File: src/rtl/cam_pix_capture.sv
// Camera pixel capture: syncs CAM_* inputs, packs beats into pixels, crops them and
// emits line-buffer writes two stages after the input register, with ping-pong banking.
module cam_pix_capture #(
  parameter int DATA_W        = 8,
  parameter int BYTES_PER_PIX = 2,
  parameter int ADDR_W        = 10,
  parameter int LINE_W        = 9,
  parameter bit VS_POL        = 1'b1,
  parameter bit HREF_POL      = 1'b1
) (
  input  logic                            PCLK,
  input  logic                            RST_N,
  input  logic                            CAM_VSYNC,
  input  logic                            CAM_HREF,
  input  logic [DATA_W-1:0]               CAM_DATA,
  input  logic                            CAPTURE_EN,
  input  logic                            ERR_CLR,
  input  logic [ADDR_W:0]                 CROP_X0,
  input  logic [ADDR_W:0]                 CROP_X1,
  input  logic [LINE_W-1:0]               CROP_Y0,
  input  logic [LINE_W-1:0]               CROP_Y1,
  output logic                            LB_WR_EN,
  output logic [ADDR_W-1:0]               LB_WR_ADDR,
  output logic [BYTES_PER_PIX*DATA_W-1:0] LB_WR_DATA,
  output logic                            LB_BANK,
  output logic                            LINE_DONE,
  output logic                            FRAME_START,
  output logic                            FRAME_DONE,
  output logic [LINE_W-1:0]               LINE_CNT,
  output logic [15:0]                     FRAME_CNT,
  output logic                            ERR_OVF,
  output logic                            ERR_PARTIAL
);
  localparam int PW = BYTES_PER_PIX * DATA_W;
  localparam int XW = ADDR_W + 1;
  localparam logic [1:0] LAST_PH = 2'(BYTES_PER_PIX - 1);

  typedef enum logic [1:0] {IDLE, WAIT_VS, FRAME} state_t;
  state_t state, stateNxt;

  logic              vsR, vsD, hrefR, hrefD;
  logic [DATA_W-1:0] dataR;
  logic [XW-1:0]     cropX0, cropX1, pixIdx, curIdx, offset;
  logic [LINE_W-1:0] cropY0, cropY1;
  logic [1:0]        phase, curPhase;
  logic [PW-1:0]     acc, accNxt, s1Data;
  logic [ADDR_W-1:0] s1Addr;
  logic              s1Wr, lineEndPend;
  logic              vsRise, vsFall, hrefRise, hrefFall, startFrame, endFrame;
  logic              pixDone, inY, xOk, inWin, wrHit, ovfHit, lineEnd, partial;

  // Input register holds polarity-normalised syncs; reset value 0 means inactive.
  always_ff @(posedge PCLK or negedge RST_N) begin
    if (!RST_N) begin
      vsR   <= 1'b0;
      vsD   <= 1'b0;
      hrefR <= 1'b0;
      hrefD <= 1'b0;
      dataR <= '0;
    end else begin
      vsR   <= (CAM_VSYNC == VS_POL);
      vsD   <= vsR;
      hrefR <= (CAM_HREF == HREF_POL);
      hrefD <= hrefR;
      dataR <= CAM_DATA;
    end
  end

  assign vsRise   = vsR & ~vsD;
  assign vsFall   = ~vsR & vsD;
  assign hrefRise = hrefR & ~hrefD;
  assign hrefFall = ~hrefR & hrefD;

  always_comb begin
    stateNxt   = state;
    startFrame = 1'b0;
    endFrame   = 1'b0;
    case (state)
      IDLE:    if (CAPTURE_EN) stateNxt = WAIT_VS;
      WAIT_VS: begin
        if (!CAPTURE_EN) stateNxt = IDLE;
        else if (vsFall) begin
          stateNxt   = FRAME;
          startFrame = 1'b1;
        end
      end
      FRAME:   if (vsRise) begin
        stateNxt = IDLE;
        endFrame = 1'b1;
      end
      default: stateNxt = IDLE;
    endcase
  end

  // Stage 1: beat packing and crop decision on the pixel's final beat.
  assign curPhase = hrefRise ? 2'd0 : phase;
  assign curIdx   = hrefRise ? '0 : pixIdx;
  assign pixDone  = hrefR && (curPhase == LAST_PH);
  assign accNxt   = PW'({acc, dataR});
  assign offset   = curIdx - cropX0;
  assign inY      = (LINE_CNT >= cropY0) && (LINE_CNT <= cropY1);
  assign xOk      = cropX0 <= cropX1;
  assign inWin    = (state == FRAME) && inY && (curIdx >= cropX0) && (curIdx <= cropX1);
  assign wrHit    = pixDone && inWin && !offset[ADDR_W];
  assign ovfHit   = pixDone && inWin && offset[ADDR_W];
  assign lineEnd  = hrefFall && (state == FRAME);
  assign partial  = lineEnd && (phase != 2'd0);

  always_ff @(posedge PCLK or negedge RST_N) begin
    if (!RST_N) begin
      state       <= IDLE;
      acc         <= '0;
      phase       <= 2'd0;
      pixIdx      <= '0;
      s1Wr        <= 1'b0;
      s1Addr      <= '0;
      s1Data      <= '0;
      lineEndPend <= 1'b0;
      cropX0      <= '0;
      cropX1      <= '0;
      cropY0      <= '0;
      cropY1      <= '0;
      LB_WR_EN    <= 1'b0;
      LB_WR_ADDR  <= '0;
      LB_WR_DATA  <= '0;
      LB_BANK     <= 1'b0;
      LINE_DONE   <= 1'b0;
      FRAME_START <= 1'b0;
      FRAME_DONE  <= 1'b0;
      LINE_CNT    <= '0;
      FRAME_CNT   <= '0;
      ERR_OVF     <= 1'b0;
      ERR_PARTIAL <= 1'b0;
    end else begin
      state <= stateNxt;
      if (hrefR) begin
        acc    <= accNxt;
        phase  <= pixDone ? 2'd0 : curPhase + 2'd1;
        pixIdx <= (pixDone && curIdx != '1) ? curIdx + XW'(1) : curIdx;
      end
      s1Wr <= wrHit;
      if (wrHit) begin
        s1Addr <= offset[ADDR_W-1:0];
        s1Data <= accNxt;
      end
      // Stage 2: write port; line-end is delayed to match so the bank flips after the last write.
      LB_WR_EN <= s1Wr;
      if (s1Wr) begin
        LB_WR_ADDR <= s1Addr;
        LB_WR_DATA <= s1Data;
      end
      lineEndPend <= lineEnd && inY && xOk;
      LINE_DONE   <= lineEndPend;
      if (lineEndPend) LB_BANK <= ~LB_BANK;
      if (lineEnd && LINE_CNT != '1) LINE_CNT <= LINE_CNT + LINE_W'(1);
      FRAME_START <= startFrame;
      FRAME_DONE  <= endFrame;
      if (endFrame) FRAME_CNT <= FRAME_CNT + 16'd1;
      if (startFrame) begin
        LINE_CNT <= '0;
        LB_BANK  <= 1'b0;
        cropX0   <= CROP_X0;
        cropX1   <= CROP_X1;
        cropY0   <= CROP_Y0;
        cropY1   <= CROP_Y1;
      end
      if (ovfHit) ERR_OVF <= 1'b1;
      else if (ERR_CLR) ERR_OVF <= 1'b0;
      if (partial) ERR_PARTIAL <= 1'b1;
      else if (ERR_CLR) ERR_PARTIAL <= 1'b0;
    end
  end
endmodule

File: config.mk
export PLATFORM = sky130hd
export DESIGN_NAME = cam_pix_capture
export DESIGN_NICKNAME = d
export VERILOG_FILES = /design/src/rtl/cam_pix_capture.sv
export SDC_FILE = /design/constraint.sdc
export NUM_CORES = 1
export LEC_CHECK = 0
export ABC_AREA = 1
export CORE_UTILIZATION = 51
export CTS_BUF_LIST = sky130_fd_sc_hd__clkbuf_8
export DETAILED_ROUTE_END_ITERATION = 8
export PLACE_DENSITY = 0.78
export SKIP_LAST_GASP = 1
export SLEW_MARGIN = 25
export SYNTH_ARGS = -nofsm -noshare
export SYNTH_HDL_FRONTEND = slang
export SYNTH_SLANG_ARGS = --single-unit
File: constraint.sdc
create_clock -name PCLK -period 2.3 [get_ports PCLK]
set_input_delay 0.345 -clock PCLK [delete_from_list [all_inputs] [get_ports PCLK]]
set_output_delay 0.345 -clock PCLK [all_outputs]
set_load 0.1 [all_outputs]
After elaboration in Yosys (flattened, before gate mapping)
Cells that the tools add are included.
{"block": "op_classes", "mux": 21, "order_cmp": 5, "eq_ne": 8, "n_reduce_logical": 22, "bitwise_logic": 9, "n_addsub": 5}
{"cell": "less-or-equal comparator 11 bit", "count": 2}
{"cell": "2-to-1 mux 11 bit", "count": 2}
{"cell": "2-to-1 mux 9 bit", "count": 2}
{"cell": "adder 16 x 1 -> 16 bit, second input constant", "count": 1}
{"cell": "logical AND 1 bit", "count": 14}
{"cell": "2-to-1 mux 2 bit", "count": 6}
{"cell": "adder 11 x 1 -> 11 bit, second input constant", "count": 1}
{"cell": ">= comparator 11 bit", "count": 1}
{"cell": "inequality test 11 bit, second input constant", "count": 1}
{"cell": "subtractor 11 bit", "count": 1}
{"cell": "2-to-1 mux 1 bit", "count": 10}
{"cell": "nonzero test 2 bit", "count": 5}
{"cell": "adder 9 x 1 -> 9 bit, second input constant", "count": 1}
{"cell": ">= comparator 9 bit", "count": 1}
{"cell": "less-or-equal comparator 9 bit", "count": 1}
{"cell": "inequality test 9 bit, second input constant", "count": 1}
{"cell": "case mux 2 bit (3 select lines)", "count": 1}
{"cell": "NOT 1 bit", "count": 5}
{"cell": "AND 1 bit", "count": 4}
{"cell": "equality test 2 x 1 -> 1 bit, second input constant", "count": 2}
{"cell": "inequality test 2 bit, second input constant", "count": 2}
{"cell": "inequality test 3 bit, second input constant", "count": 1}
{"cell": "AND reduction 3 bit", "count": 1}
{"cell": "adder 2 x 1 -> 2 bit, second input constant", "count": 1}
{"cell": "3 further kinds", "count": 3}
{"block": "totals", "word_cells": 98, "inputBits": 54, "regBits": 161}

Logic depth before layout (Yosys ltp)
Gate-level depths: netlist of run 1.
{"block": "depth", "ltp_word": 9, "depth_mapped": 21, "depth_no_buf": 19}

Worst setup path before layout of run 1
No wires, ideal clock.
{"block": "synth_path", "kind": "flip-flop to flip-flop", "startpoint": "register LINE_CNT[1]", "endpoint": "register LINE_CNT[7]", "stages_incl_launch_ff": 11, "arrival_time_ns": 2.408, "path_buffers": 0, "t_required_ns": 2.173, "slack_ns": -0.235, "cell_sequence": "dfrtp_1 -> ha_1 -> nand4_1 -> nor4_1 -> ha_1 -> nor2_1 -> nand3b_1 -> nor3b_1 -> nand2_1 -> o21ai_0 -> a21oi_1"}
{"block": "synth_via", "elab_chain_len": 3}
{"element": "from (decl)", "line": "29", "rtl": "output logic [LINE_W-1:0] LINE_CNT,"}
{"element": "from (signal assigned)", "line": "155", "rtl": "if (lineEnd && LINE_CNT != '1) LINE_CNT <= LINE_CNT + LINE_W'(1);"}
{"element": "adder 9 x 1 -> 9 bit or inequality test 9 bit (tied branches)", "line": "155"}
{"element": "2-to-1 mux 9 bit or logical AND 1 bit (tied branches)", "line": "155"}
{"element": "2-to-1 mux 9 bit or nonzero test 2 bit (tied branches)"}
Parallel ways exist; a longest one is shown, timed or not. The select of a mux whose other input is x is not followed.
A chain may end at the register's enable or synchronous reset.

Worst setup path in the final report of run 1
{"block": "layout_path", "startpoint": "register hrefR", "endpoint": "register s1Addr[8]"}
{"block": "layout_via", "elab_chain_len": 7}
{"element": "from (decl)", "line": "41", "rtl": "logic vsR, vsD, hrefR, hrefD;"}
{"element": "from (signal assigned)", "line": "63", "rtl": "hrefR <= (CAM_HREF == HREF_POL);"}
{"element": "AND 1 bit", "line": "71", "rtl": "assign hrefRise = hrefR & ~hrefD;"}
{"element": "2-to-1 mux 11 bit", "line": "97", "rtl": "assign curIdx = hrefRise ? '0 : pixIdx;"}
{"element": ">= comparator 11 bit", "line": "103", "rtl": "assign inWin = (state == FRAME) && inY && (curIdx >= cropX0) && (curIdx <= cropX1);"}
{"element": "logical AND 1 bit (2 in series)", "line": "103"}
{"element": "logical AND 1 bit (2 in series)", "line": "104", "rtl": "assign wrHit = pixDone && inWin && !offset[ADDR_W];"}
{"element": "to (signal assigned)", "line": "143", "rtl": "s1Addr <= offset[ADDR_W-1:0];"}
{"element": "to (decl)", "line": "47", "rtl": "logic [ADDR_W-1:0] s1Addr;"}
Parallel ways exist; a longest one is shown, timed or not.

==> impl_metrics.csv, run 1 <==
group,metric,value,unit
synthesis,yosysTopAreaCell,"dfrtp_1",
placement,gp_congestion,0.891,
global_route,grt_pass1_vias,6476,
timing,clock.fmax,397,MHz
clocking,cts_tree,"built",
floorplanning,num_io_pins,112,
synthesis,ys.flop_type,"dfrtp_1",
power_and_ir_drop,cellPowerDensity,765,nW/µm²
power_and_ir_drop,pwr-share-clk,27.1,%
floorplanning,num_rows,45,
placement,pre_cts_ws,-0.153,ns
synthesis,synth.most_common_cell,"nand2_1",
timing,fin_skew,0.0154,ns
worst_setup_path,path_max_fanout,10,
synthesis,syn_area,7940,µm²
route,vias,6599,
placement,place_hpwl,13400,µm
floorplanning,fp.dieW,127,µm
synthesis,yosys_register_bits,161,
synthesis,netlist_top_cells_count,"233 x nand2_1, 161 x dfrtp_1, 103 x inv_1",
route,drtAntennaViolNets,0,
power_and_ir_drop,p_total,0.00806,W
cells_and_area,fill_cells,1106,
clocking,htreeDepth,4,
global_route,antenna_found_initial,0,
clocking,cts.root.buffer_cell,"clkbuf_8",
worst_setup_path,crit_required,2.70,ns
synthesis,async_reset_ff_share,100,%
clocking,cts_made_buffers,17,
global_route,grt_start_max_net_pins,72,
floorplanning,die-area,16100,µm²
power_and_ir_drop,leakage,5.53,nW
timing,worstMarginPinSlew,0.428,ns
floorplanning,core,15200,µm²
synthesis,ys_seq_area_share,50.7,%
timing,fin_crit,2.52,ns
timing,timing.final.setup_violations,28,
timing,max-slew-margin-rel,71.2,%
flow_run,cap_violations,0,
synthesis,synth_area_leaders,"dfrtp_1 51%, nand2_1 11%, ha_1 8.2%, inv_1 4.9%, nand3_1 3.8%",
floorplanning,initial_core_util,52.2,%
clocking,clkTransAtPathRegs,0.09,ns
timing,finalHoldViolCount,0,
outcome,violations,"setup timing",
cells_and_area,final_nets,1169,
clocking,cts.sinks,161,
global_route,grt_pass1_wl,31700,µm
worst_hold_path,hold_path_class,"in -> async",
route,routed_wl,20000,µm
route,drc,0,
timing,rsz0062_at_grt,"true",
floorplanning,die_h,127,µm
synthesis,synth_edf_count,0,
synthesis,ys.warnings.count,0,
synthesis,synth.distinct_cells,36,
power_and_ir_drop,internal_power,0.00526,W
placement,place_inst,1209,
power_and_ir_drop,seqPwrFrac,41.0,%
power_and_ir_drop,irDropWorstVdd,458,µV
global_route,grtUsageTotal,25.8,%
clocking,insertion_delay,0.47,ns
timing,setup_ws,-0.216,ns
power_and_ir_drop,p_sw_share,34.8,%
placement,portBuffers,111,
outcome,status,"complete, but fails checks",
cells_and_area,drive_gt1_share,26.3,%
route,wl_per_cell,15.9,µm
worst_setup_path,startpoint_type,"flip-flop",
cells_and_area,area_growth,32.7,%
worst_setup_path,path_class,"reg -> reg",
cells_and_area,n_antenna_cell,0,
timing,fin_crit_sh,109,%
power_and_ir_drop,combPwrFrac,31.9,%
global_route,overflow,0,
synthesis,syn-num-nets,981,
synthesis,syn_area_per_cell,9.08,µm²
route,vias_per_cell,5.23,
cells_and_area,instances_no_fill,1262,
power_and_ir_drop,power_switching,0.00280,W
synthesis,synth_top_area_share,50.7,%
worst_setup_path,end_kind,"flip-flop",
timing,holdWs,0.293,ns
synthesis,syn_inst,874,
route,first_pass_iters,5,
route,drtIter0Drc,458,
clocking,cts_max_path_buffers,2,
timing,drv_slew,0,
worst_setup_path,arrival,2.92,ns
-- state kept, by name, summed over array words and instances (netlist names), 2 cells and up --
| signal | count |
|---|---|
| s1Data | 16 |
| LB_WR_ADDR | 10 |
| cropX1 | 11 |
| state | 2 |
| cropX0 | 11 |
| phase | 2 |
| LINE_CNT | 9 |
| FRAME_CNT | 16 |
| cropY1 | 9 |
| pixIdx | 11 |
| acc | 8 |
| dataR | 8 |
| s1Addr | 10 |
| LB_WR_DATA | 16 |
| cropY0 | 9 |
-- cell families after synthesis --
| kind of cell | synth area share, % |
|---|---|
| AO/OA/AOI/OAI | 5.70 |
| XOR/XNOR | 3.42 |
| adder cells (fa/ha/maj) | 8.45 |
| buffers and inverters | 6.67 |
| flip-flops | 50.7 |
| multiplexers | 3.69 |
| AND/OR/NAND/NOR | 21.3 |
-- cells in the final DEF (no fill, tap or decap), types with 3 or more instances in the layout --
| cell type | count |
|---|---|
| nand2_1 | 217 |
| dfrtp_1 | 148 |
| buf_4 | 118 |
| inv_1 | 103 |
| o21ai_0 | 54 |
| clkdlybuf4s50_1 | 52 |
| nand3_1 | 49 |
| ha_1 | 45 |
| nor2_1 | 40 |
| mux2_2 | 26 |
| xor2_1 | 22 |
| a21oi_1 | 22 |
| nand2_2 | 19 |
| clkbuf_8 | 19 |
| dfrtp_2 | 13 |
| nand4_1 | 12 |
| nand2_4 | 12 |
| nand3_2 | 11 |
| xnor2_1 | 9 |
| ha_4 | 7 |
| nor3_1 | 6 |
| buf_6 | 6 |
| nor2_2 | 5 |
| buf_12 | 5 |
| clkinv_4 | 4 |
| nand3_4 | 3 |
| nand3b_1 | 3 |
| nand2_8 | 3 |
| nor2_4 | 3 |
| inv_2 | 3 |
| bufinv_16 | 3 |
| inv_6 | 3 |
| buf_8 | 3 |
-- path summary, 6_finish.rpt --
check / start / end / slack [ns] / cells past startpoint
min in group PCLK: CAM_DATA[7] / dataR[7] / 0.33 / 1
min reg2reg: vsR / vsD / 0.42 / 0
max: hrefR / s1Addr[8] / -0.22 / 18
max reg2reg: hrefR / s1Addr[8] / -0.22 / 18
min: RST_N / acc[5] / 0.29 / 2
max in group asynchronous: RST_N / pixIdx[5] / 1.34 / 3
-- per-stage QoR --
| step | TNS, ns | cell area, µm² | util (%) |
|---|---|---|---|
| after CTS | -1.58 | 10400 | 68.1 |
| after floorplan | -1.00 | 8000 | - |
| after global routing | -9.76 | 10500 | 69.3 |
| after detailed placement | -3.57 | 9530 | 62.7 |
| final | -4.51 | 10500 | 69.3 |
| after global placement | -1.65 | 9530 | 62.7 |
-- routing by layer --
metal	track usage, %	part of all wire [%]
met1	32.4	44
met5	0	0
met2	42.4	48
met4	11.7	3.6
met3	6.07	4.8
-- cell type report --
class / instances / area (µm²) / share of cell area (%)
multi-input cells: 588 / 3760 / 35.7
flip-flops and latches: 161 / 4050 / 38.4
clock inverters: 12 / 156 / 1.48
repair buffers: 186 / 1660 / 15.8
well taps: 188 / 235 / 2.23
inverters: 108 / 415 / 3.94
clock buffers: 19 / 262 / 2.48
-- what timing repair did --
item,CTS,global route
gates resized for setup,38,38
gates cloned,6,1
pin swaps,6,19
buffers inserted,12,3
endpoints found under the setup margin,27,30
hold buffers,1,0
endpoints found under the hold margin,21,0
-- power by group through the flow --
stage                     logic, W  registers (W)  clock network, W
after global placement     0.00219        0.00334                 0
final                      0.00257        0.00330           0.00218
after global routing       0.00284        0.00333           0.00235
after CTS                  0.00243        0.00330           0.00221
after detailed placement   0.00223        0.00335                 0
after floorplan            0.00114        0.00362                 0
-- worst max-delay path, cell delays in order, from the launching register on --
cell	delay, ns
dfrtp_2	0.49
clkinv_4	0.08
nor2_4	0.05
nor2_4	0.17
inv_2	0.07
fa_2	0.37
inv_1	0.06
a21oi_1	0.06
nand2_1	0.10
nand3_2	0.10
nand3_4	0.09
nand3_4	0.09
nand2_1	0.08
nand2_2	0.07
nand2_4	0.09
buf_12	0.14
buf_12	0.13
nand3_1	0.10
nand2_1	0.09
No activity file was read; power rests on OpenSTA's default activity.
==> run 2: changes to the inputs <==
- GPL_TIMING_DRIVEN: default -> 0
- SETUP_SLACK_MARGIN: default -> 0.05
==> impl_metrics.csv, run 2 (same netlist as run 1, synthesis figures left out) <==
group,metric,value,unit
cells_and_area,stdcell_area,10500,µm²
power_and_ir_drop,irDropWorstVdd,471,µV
worst_hold_path,hold_end,"dataR[6]",
timing,fin_crit_sh,115,%
route,drtAntennaViolNets,0,
timing,rsz0062_at_grt,"true",
timing,max-slew-margin-rel,33.9,%
timing,fin_crit,2.63,ns
route,drc,0,
floorplanning,num_rows,45,
worst_setup_path,crit_chain,"buf_6 -> nor2_4 -> nor2_4 -> ha_4 -> buf_6 -> inv_2 -> o21bai_1 -> nand3_1 -> nand2_1 -> nor2_1 -> nand2_2 -> nand2_4 -> nor2_8 -> nand2_8 -> buf_6 -> nand2_2 -> nand2_1",
global_route,grt_pass1_vias,6320,
timing,fin_tns_setup,-8.54,ns
cells_and_area,instances_no_fill,1240,
global_route,grt_start_max_net_pins,93,
worst_setup_path,r2r_end,"s1Data[14]",
power_and_ir_drop,combPwrFrac,30.5,%
clocking,clkTransAtPathRegs,0.09,ns
power_and_ir_drop,internal_power,0.00513,W
timing,finalHoldViolCount,0,
power_and_ir_drop,cellPowerDensity,757,nW/µm²
cells_and_area,n_antenna_cell,0,
placement,placement.cell_area,9410,µm²
timing,worstMarginPinSlew,0.995,ns
power_and_ir_drop,pwr-share-clk,27.7,%
route,highest_layer,"met4",
worst_setup_path,startpoint_type,"flip-flop",
route,vias_per_cell,5.26,
clocking,cts_tree,"built",
route,wl_met2,9600,µm
worst_setup_path,crit_top_cell,"buf_6",
worst_setup_path,end_kind,"flip-flop",
clocking,cts.sinks,161,
placement,gp_congestion,0.908,
timing,timing.final.setup_violations,28,
clocking,cts_max_path_buffers,2,
floorplanning,initial_core_util,52.2,%
power_and_ir_drop,p_sw_share,35.3,%
clocking,insertion_delay,0.46,ns
worst_setup_path,crit_required,2.64,ns
timing,clock.fmax,380,MHz
floorplanning,num_io_pins,112,
power_and_ir_drop,seqPwrFrac,41.8,%
clocking,htreeDepth,4,
floorplanning,fp.dieW,127,µm
global_route,grt_pass1_wl,31300,µm
worst_setup_path,path_class,"reg -> reg",
floorplanning,core,15200,µm²
floorplanning,die_h,127,µm
worst_setup_path,rr_startpoint,"hrefD",
route,routed_wl,19600,µm
worst_setup_path,cp_top_family,"simple AND/OR/NAND/NOR gates",
route,drtIter0Drc,502,
timing,fin_skew,0.0125,ns
worst_setup_path,critPathMaxStageDelay,0.43,ns
global_route,antenna_found_initial,0,
cells_and_area,area_growth,31.9,%
timing,drv_slew,0,
route,vias,6518,
power_and_ir_drop,power_switching,0.00280,W
placement,place_hpwl,13400,µm
cells_and_area,final_nets,1146,
worst_hold_path,hold_depth,1,
route,met1Wirelength,8640,µm
placement,place_inst,1174,
placement,portBuffers,111,
route,route.met3.wl,975,µm
cells_and_area,final_common_cell,"nand2_1",
worst_hold_path,hold_path_class,"in -> reg",
cells_and_area,drive_gt1_share,20.5,%
worst_setup_path,slowest_stage,"dfrtp_2",
worst_setup_path,arrival,2.98,ns
route,first_pass_iters,5,
route,wl_per_cell,15.8,µm
cells_and_area,reg_top3,"FRAME_CNT x16, LB_WR_DATA x16, s1Data x16",
outcome,status,"complete, but fails checks",
flow_run,cap_violations,0,
clocking,cts.root.buffer_cell,"clkbuf_8",
worst_setup_path,rrSetupSlack,-0.33,ns
power_and_ir_drop,leakage,5.50,nW
timing,setup_ws,-0.334,ns
worst_hold_path,hold_start,"CAM_DATA[6]",
cells_and_area,final_cell_mix,"196 x nand2_1, 148 x dfrtp_1, 98 x inv_1",
floorplanning,die-area,16100,µm²
worst_setup_path,path_max_fanout,7,
outcome,violations,"setup timing",
worst_setup_path,worstRegToRegCells,17,
worst_setup_path,path_buf_inv,4,
clocking,cts_made_buffers,17,
global_route,overflow,0,
global_route,grtUsageTotal,25.2,%
==> run 2: cell types whose count changed in the layout (fill, tap and decap cells not counted), moves of 7 or more <==
cell,before,now
buf_4,118,21
buf_6,6,15
clkbuf_1,0,12
dlygate4sd2_1,0,58
ha_1,45,38
ha_4,7,14
nand2_1,217,196
nand2_2,19,39
nand3_1,49,56
==> run 2: power groups by stage <==
| stage | sequential [W] | clock, W | combinational, W |
|---|---|---|---|
| finish | 0.00332 | 0.00220 | 0.00242 |
| global route | 0.00335 | 0.00237 | 0.00267 |
| CTS | 0.00331 | 0.00222 | 0.00226 |
| detailed placement | 0.00337 | 0 | 0.00207 |
| global placement | 0.00336 | 0 | 0.00200 |
| floorplan | 0.00362 | 0 | 0.00116 |
==> run 2: how the worst max path moves through the flow <==
stage                     startpoint      endpoint  slack [ns]  cells past startpoint
after floorplan                hrefD     s1Addr[5]       -0.05                     19
after global placement         RST_N  FRAME_CNT[1]       -6.17                      1
after detailed placement       hrefR     s1Data[7]       -0.47                     18
after CTS                      hrefD    s1Data[14]       -0.20                     16
after global routing           hrefD     s1Addr[8]       -0.43                     17
final                          hrefD    s1Data[14]       -0.33                     17
==> run 2: what timing repair did <==
item | 4_1_cts | 5_1_grt
gates resized for setup | 95 | 66
setup endpoints to repair | 94 | 40
pin swaps | 19 | 25
hold buffers | 1 | 0
endpoints found under the hold margin | 69 | 0
gates cloned | 3 | 1
setup buffers | 21 | 9
==> run 2: through the flow <==
stage	util [%]	power (W)	worst slack [ns]	hold WS, ns
after floorplan	-	0.00478	-0.0484	0.0494
after global placement	61.7	0.00536	-6.17	0.353
after detailed placement	61.9	0.00544	-0.472	0.342
after CTS	66.7	0.00779	-0.197	0.303
after global routing	68.9	0.00838	-0.431	0.294
final	68.9	0.00793	-0.334	0.323
==> run 2: metal layers <==
layer	vias up	track usage, %
li1	3148	-
met1	3121	32.9
met2	214	42.5
met3	35	5.15
met4	0	7.70
met5	-	0
==> run 2: final cells by class <==
class | count | area, µm²
timing repair buffer | 145 | 1370
fill | 1143 | 4730
buffer | 21 | 151
clock inverter | 13 | 160
tap | 188 | 235
multi-input combinational | 585 | 3840
sequential | 161 | 4050
inverter | 108 | 413
clock buffer | 19 | 262
==> run 2: worst register-to-register path: cells and delay by family (launching register included) <==
kind,cells,cell delay [ns]
AO/OA/AOI/OAI,1,0.22
adder cells (fa/ha/maj),1,0.30
buffers and inverters,4,0.42
flip-flops,1,0.43
AND/OR/NAND/NOR,11,1.16
==> run 3: changes to the inputs <==
- PLACE_DENSITY: 0.78 -> 0.77
==> impl_metrics.csv, run 3 (same netlist as run 1, synthesis figures left out) <==
group,metric,value,unit
floorplanning,die-area,16100,µm²
timing,fin_crit_sh,112,%
worst_setup_path,end_kind,"flip-flop",
power_and_ir_drop,internal_power,0.00492,W
clocking,clkTransAtPathRegs,0.08,ns
worst_setup_path,crit_chain,"clkinv_4 -> nor2_4 -> nor2_4 -> buf_4 -> ha_1 -> nand3b_1 -> nand2_1 -> nand2_1 -> nor2_1 -> nor2_1 -> nand2_1 -> nand2_1 -> nand2_2 -> nor2_8 -> nand2_8 -> clkbuf_16 -> nand2_2 -> nand2_1",
power_and_ir_drop,p_sw_share,36.2,%
global_route,grt_pass1_wl,29900,µm
cells_and_area,reg_top3,"FRAME_CNT x16, LB_WR_DATA x16, s1Data x16",
timing,finalHoldViolCount,0,
clocking,cts.root.buffer_cell,"clkbuf_8",
timing,fin_tns_setup,-6.60,ns
floorplanning,num_rows,45,
flow_run,cap_violations,0,
cells_and_area,fill_cells,1169,
timing,worstMarginPinSlew,0.974,ns
worst_setup_path,slowest_stage,"dfrtp_2",
placement,gp_congestion,0.925,
cells_and_area,regArea,4050,µm²
power_and_ir_drop,power_switching,0.00280,W
cells_and_area,final_common_cell,"nand2_1",
clocking,insertion_delay,0.46,ns
cells_and_area,stdcell_area,10400,µm²
floorplanning,initial_core_util,52.2,%
cells_and_area,multi_input_area,3810,µm²
route,wl_per_cell,15.4,µm
floorplanning,fp.dieW,127,µm
placement,placement.cell_area,9410,µm²
timing,setup_ws,-0.269,ns
worst_setup_path,startpoint_type,"flip-flop",
global_route,grtUsageTotal,24.0,%
timing,rsz0062_at_grt,"true",
power_and_ir_drop,irDropWorstVdd,511,µV
route,vias,6466,
cells_and_area,final_nets,1152,
worst_setup_path,path_max_fanout,8,
worst_hold_path,hold_path_class,"in -> reg",
placement,place_hpwl,13200,µm
power_and_ir_drop,cellPowerDensity,740,nW/µm²
worst_setup_path,crit_required,2.66,ns
power_and_ir_drop,p_total,0.00772,W
clocking,htreeDepth,4,
power_and_ir_drop,leakage,5.52,nW
route,drc,0,
clocking,cts_tree,"built",
global_route,grt_start_max_net_pins,86,
cells_and_area,final_cell_mix,"198 x nand2_1, 148 x dfrtp_1, 97 x inv_1",
outcome,violations,"setup timing",
route,drtAntennaViolNets,0,
power_and_ir_drop,combPwrFrac,31.7,%
global_route,overflow,0,
cells_and_area,n_antenna_cell,0,
timing,clock.fmax,389,MHz
power_and_ir_drop,pwr-share-clk,25.3,%
worst_setup_path,critPathMaxStageDelay,0.45,ns
cells_and_area,drive_gt1_share,20.5,%
worst_setup_path,arrival,2.93,ns
route,routed_wl,19200,µm
placement,portBuffers,111,
clocking,cts.sinks,161,
global_route,grt_pass1_vias,6063,
outcome,status,"complete, but fails checks",
timing,timing.final.setup_violations,28,
worst_setup_path,path_class,"reg -> reg",
route,first_pass_iters,5,
clocking,cts_made_buffers,17,
timing,fin_skew,0.0196,ns
cells_and_area,area_growth,31.4,%
timing,holdWs,0.319,ns
floorplanning,die_h,127,µm
timing,fin_crit,2.57,ns
timing,drv_slew,0,
route,vias_per_cell,5.19,
worst_setup_path,rrSetupSlack,-0.27,ns
timing,max-slew-margin-rel,35.3,%
worst_setup_path,crit_top_cell,"nand2_1",
route,drtIter0Drc,430,
floorplanning,core,15200,µm²
global_route,antenna_found_initial,0,
floorplanning,num_io_pins,112,
clocking,cts_max_path_buffers,2,
power_and_ir_drop,seqPwrFrac,43.0,%
-- run 3: changes by cell type in the layout (fill, tap and decap cells not counted), moves of 3 or more --
cell     change
buf_4       +13
buf_6        -6
ha_4         -4
ha_1         +3
nand2_2      -3
nor2_4       +3
o21ai_0      -3
o21ai_1      +3
-- run 3: metrics by stage --
| step | util [%] | worst slack [ns] | std cells |
|---|---|---|---|
| 3_3_place_gp | 61.7 | -6.14 | 1173 |
| 4_1_cts | 65.9 | -0.244 | 1228 |
| 2_1_floorplan | - | -0.0484 | 874 |
| 5_1_grt | 68.6 | -0.379 | 1245 |
| 6_report | 68.6 | -0.269 | 1245 |
| 3_5_place_dp | 61.9 | -0.478 | 1174 |
-- run 3: critical path: cells and delay by family (launching register included) --
kind / cells / cell delay (ns)
adder cells (fa/ha/maj): 1 / 0.28
buffers and inverters: 3 / 0.42
flip-flops: 1 / 0.45
AND/OR/NAND/NOR: 14 / 1.30
-- run 3: layout make-up --
type	count	share of cell area [%]
multi-input combinational	584	36.5
tap	188	2.25
inverter	108	3.98
buffer	21	1.42
clock inverter	13	1.10
sequential	161	38.8
timing repair buffer	152	13.6
clock buffer	18	2.37
-- run 3: path summary, 6_finish.rpt --
| path | end | from | cells past startpoint |
|---|---|---|---|
| max in group asynchronous | FRAME_CNT[0] | RST_N | 3 |
| worst min-delay path | hrefR | CAM_HREF | 1 |
| worst max-delay path | s1Data[12] | hrefR | 18 |
| min in group asynchronous | cropY1[5] | RST_N | 2 |
| worst max register to register | s1Data[12] | hrefR | 18 |
| worst min register to register | LB_WR_EN | s1Wr | 0 |
-- run 3: what timing repair did --
action | in CTS | in global routing
gates cloned | 1 | 2
buffers inserted | 21 | 15
setup endpoints to repair | 94 | 39
pin swaps | 13 | 25
endpoints found under the hold margin | 76 | 0
gates resized for setup | 82 | 79
hold buffers | 1 | 0
-- run 3: power groups by stage --
stage | clock network, W | registers, W | logic [W]
after global routing | 0.00210 | 0.00335 | 0.00271
after global placement | 0 | 0.00337 | 0.00200
after floorplan | 0 | 0.00362 | 0.00116
after CTS | 0.00197 | 0.00331 | 0.00222
after detailed placement | 0 | 0.00337 | 0.00206
final | 0.00196 | 0.00332 | 0.00245
-- run 3: routing by layer --
layer  up-vias  part of all wire, %  track usage, %
met5         -                    0               0
met1      3067                   44            32.7
li1       3152                    -               -
met3        37                  5.7            5.48
met4         0                  2.3            7.28
met2       210                   48            38.6
==> edit: new RTL, flow settings as in run 3 <==
The parameter `ADDR_W` goes from 10 to 9.
--- a/src/rtl/cam_pix_capture.sv
+++ b/src/rtl/cam_pix_capture.sv
@@ -3,7 +3,7 @@
 module cam_pix_capture #(
   parameter int DATA_W        = 8,
   parameter int BYTES_PER_PIX = 2,
-  parameter int ADDR_W        = 10,
+  parameter int ADDR_W        = 9,
   parameter int LINE_W        = 9,
   parameter bit VS_POL        = 1'b1,
   parameter bit HREF_POL      = 1'b1
Ports: changed (resized CROP_X0, CROP_X1 and LB_WR_ADDR); port bits go from 112 to 109. The function was not compared with the original's and may differ.
==> edit against run 3 <==
The flow still finishes with violations (setup timing); routed wire length fell by 2.2%; synthesized cell count fell by 8.1%; clock skew fell by 7.3 ps; sequential cell count fell by 5; area after synthesis fell by 5.3%; utilization rose by 3.6 points; total power rose by 0.17%; global-route usage rose by 2.0 points; cell count fell by 5.7%; final area fell by 2.1%; worst setup slack got worse by 19 ps; largest power group unchanged.
==> edit: results (changes against run 3) <==
{
  "largest_vdd_supply_drop": {"value": 0.0007001, "unit": "V", "change": "+37%"},
  "final_layout_size_suffix_gt1_share": {"value": 23.04, "unit": "%", "change": "+2.5 points"},
  "synthFlopType": {"value": "sky130_fd_sc_hd__dfrtp_1"},
  "routedWlPerCell": {"value": 15.98, "unit": "µm", "change": "+3.7%"},
  "dpl_worst_slack": {"value": -529.1, "unit": "ps", "change": "-51.31 ps"},
  "post_synthesis_net_count": {"value": 905, "change": "-7.7%"},
  "insertion_delay_of_the_later_clocked_pin_in_the_worst_skew_pair": {"value": 480, "unit": "ps", "change": "+20 ps"},
  "grt_pass1_vias": {"value": 6019, "change": "-0.73%"},
  "p_leak": {"value": 0.005236, "unit": "µW", "change": "-5.1%"},
  "synth.yosys.seq_area_share": {"value": 51.94, "unit": "%", "change": "+1.2 points"},
  "place_congestion": {"value": 0.8616, "change": "-6.8%"},
  "layoutNonFillerInstCount": {"value": 1174, "change": "-5.7%"},
  "critical-path-max-stage-delay": {"value": 430, "unit": "ps", "change": "-20 ps"},
  "drt-pass1-iter-count": {"value": 5, "change": "unchanged"},
  "dpl.hpwl": {"value": 12080, "unit": "µm", "change": "-8.2%"},
  "io_buffers": {"value": 108, "change": "-2.7%"},
  "cp_max_delay_cell": {"value": "sky130_fd_sc_hd__dfrtp_1"},
  "crit_family": {"value": "buffers and inverters"},
  "netlist_instances": {"value": 803, "change": "-8.1%"},
  "post_synth_main_area_contributors": {"value": "sky130_fd_sc_hd__dfrtp_1 52%, sky130_fd_sc_hd__nand2_1 9.4%, sky130_fd_sc_hd__ha_1 8.2%"},
  "grt_util_all_layers": {"value": 26.07, "unit": "%", "change": "+2.0 points"},
  "tightest_slew": {"value": 975.4, "unit": "ps", "change": "+1.699 ps"},
  "global_route_wire_length_before_repair": {"value": 29550, "unit": "µm", "change": "-1.3%"},
  "grt_start_max_net_pins": {"value": 83, "change": "-3.5%"},
  "nFillCells": {"value": 1013, "change": "-13%"},
  "run_status": {"value": "finished with violations"},
  "setup-violations-final": {"value": 27, "change": "-3.6%"},
  "cp_max_fo": {"value": 7, "change": "-1"},
  "finalClockSkew": {"value": 12.25, "unit": "ps", "change": "-7.326 ps"},
  "fin_ws": {"value": -287.6, "unit": "ps", "change": "-18.65 ps"},
  "min-delay-path-class": {"value": "input port to register"},
  "initialDrtViolationCount": {"value": 388, "change": "-9.8%"},
  "detailroute.via_count": {"value": 6168, "change": "-4.6%"},
  "dp.cells": {"value": 1092, "change": "-7.0%"},
  "crit_arrival": {"value": 2950, "unit": "ps", "change": "+20 ps"},
  "failed_checks": {"value": "setup timing"},
  "synth_commonest_cells": {"value": "189 x sky130_fd_sc_hd__nand2_1, 156 x sky130_fd_sc_hd__dfrtp_1, 98 x sky130_fd_sc_hd__inv_1"},
  "number_of_antenna_violations_at_the_first_check_in_global_routing": {"value": 0, "change": "unchanged"},
  "yosysUniqueCellTypes": {"value": 38, "change": "+5.6%"},
  "setup_tns": {"value": -5766, "unit": "ps", "change": "+834.8 ps"}
}
[edit: cell types whose count changed after synthesis, sizes merged, moves of 3 or more]
cell / delta
o21ai: +13
dfrtp: -5
nor2: -3
a21oi: +6
clkbuf: -3
nand3: -26
nand2: -52
o21bai: +5
xor2: -3
ha: -3
[edit: layout make-up]
class	count	area, µm²	area share, %
plain buffers	17	112.6	1.102
clock buffers	18	247.7	2.425
clock inverters	13	197.7	1.935
inverters	105	399.1	3.907
multi-input cells	523	3575	35.00
flip-flops and latches	156	3929	38.46
well taps	180	225.2	2.205
repair buffers	162	1529	14.97
[edit: what timing repair did]
action,CTS,global route
gates cloned,1,0
buffers inserted,35,16
hold buffers,1,0
resized for setup,104,60
pin swaps,25,35
hold endpoints to repair,74,0
endpoints found under the setup margin,93,53
[edit: report_power, final]
group	switching [µW]	internal [µW]	leakage, µW
clock network	1030	1300	0.000226
registers	183	3010	0.00204
logic	1330	876	0.00297
total	2540	5190	0.00524
[edit: kinds of logic after synthesis]
family,count (synthesis),synth area share [%]
xor+xnor,30,3.496
flops,156,51.94
simple gates,306,17.76
fa+ha+maj,50,8.424
compound gates,111,7.857
mux,26,3.895
buf+inv,124,6.625
[edit: per-stage QoR]
stage / instance area, µm² / utilization (%)
floorplan: 7627 / -
global placement: 8934 / 63.14
finish: 10210 / 72.19
CTS: 9903 / 69.99
global route: 10210 / 72.19
detailed placement: 8966 / 63.37
[edit: worst paths after layout]
kind	start	endpoint	slack, ps	depth (start not counted)
max in group asynchronous	RST_N	LINE_CNT[0]$_DFFE_PN0P_	1050	3
min	CAM_DATA[7]	dataR[7]$_DFF_PN0_	310	1
max reg2reg	hrefR$_DFF_PN0_	s1Data[11]$_DFFE_PN0P_	-290	17
min in group asynchronous	RST_N	dataR[3]$_DFF_PN0_	430	2
min reg2reg	vsR$_DFF_PN0_	vsD$_DFF_PN0_	410	0
max	hrefR$_DFF_PN0_	s1Data[11]$_DFFE_PN0P_	-290	17
[edit: routing by layer]
| metal | GRT usage (%) | vias up | wire length, µm |
|---|---|---|---|
| met1 | 32.77 | 2950 | 7962 |
| met4 | 9.337 | 0 | 481 |
| li1 | - | 2952 | - |
| met5 | 0 | - | 0 |
| met3 | 7.611 | 53 | 1164 |
| met2 | 42.74 | 213 | 9149 |
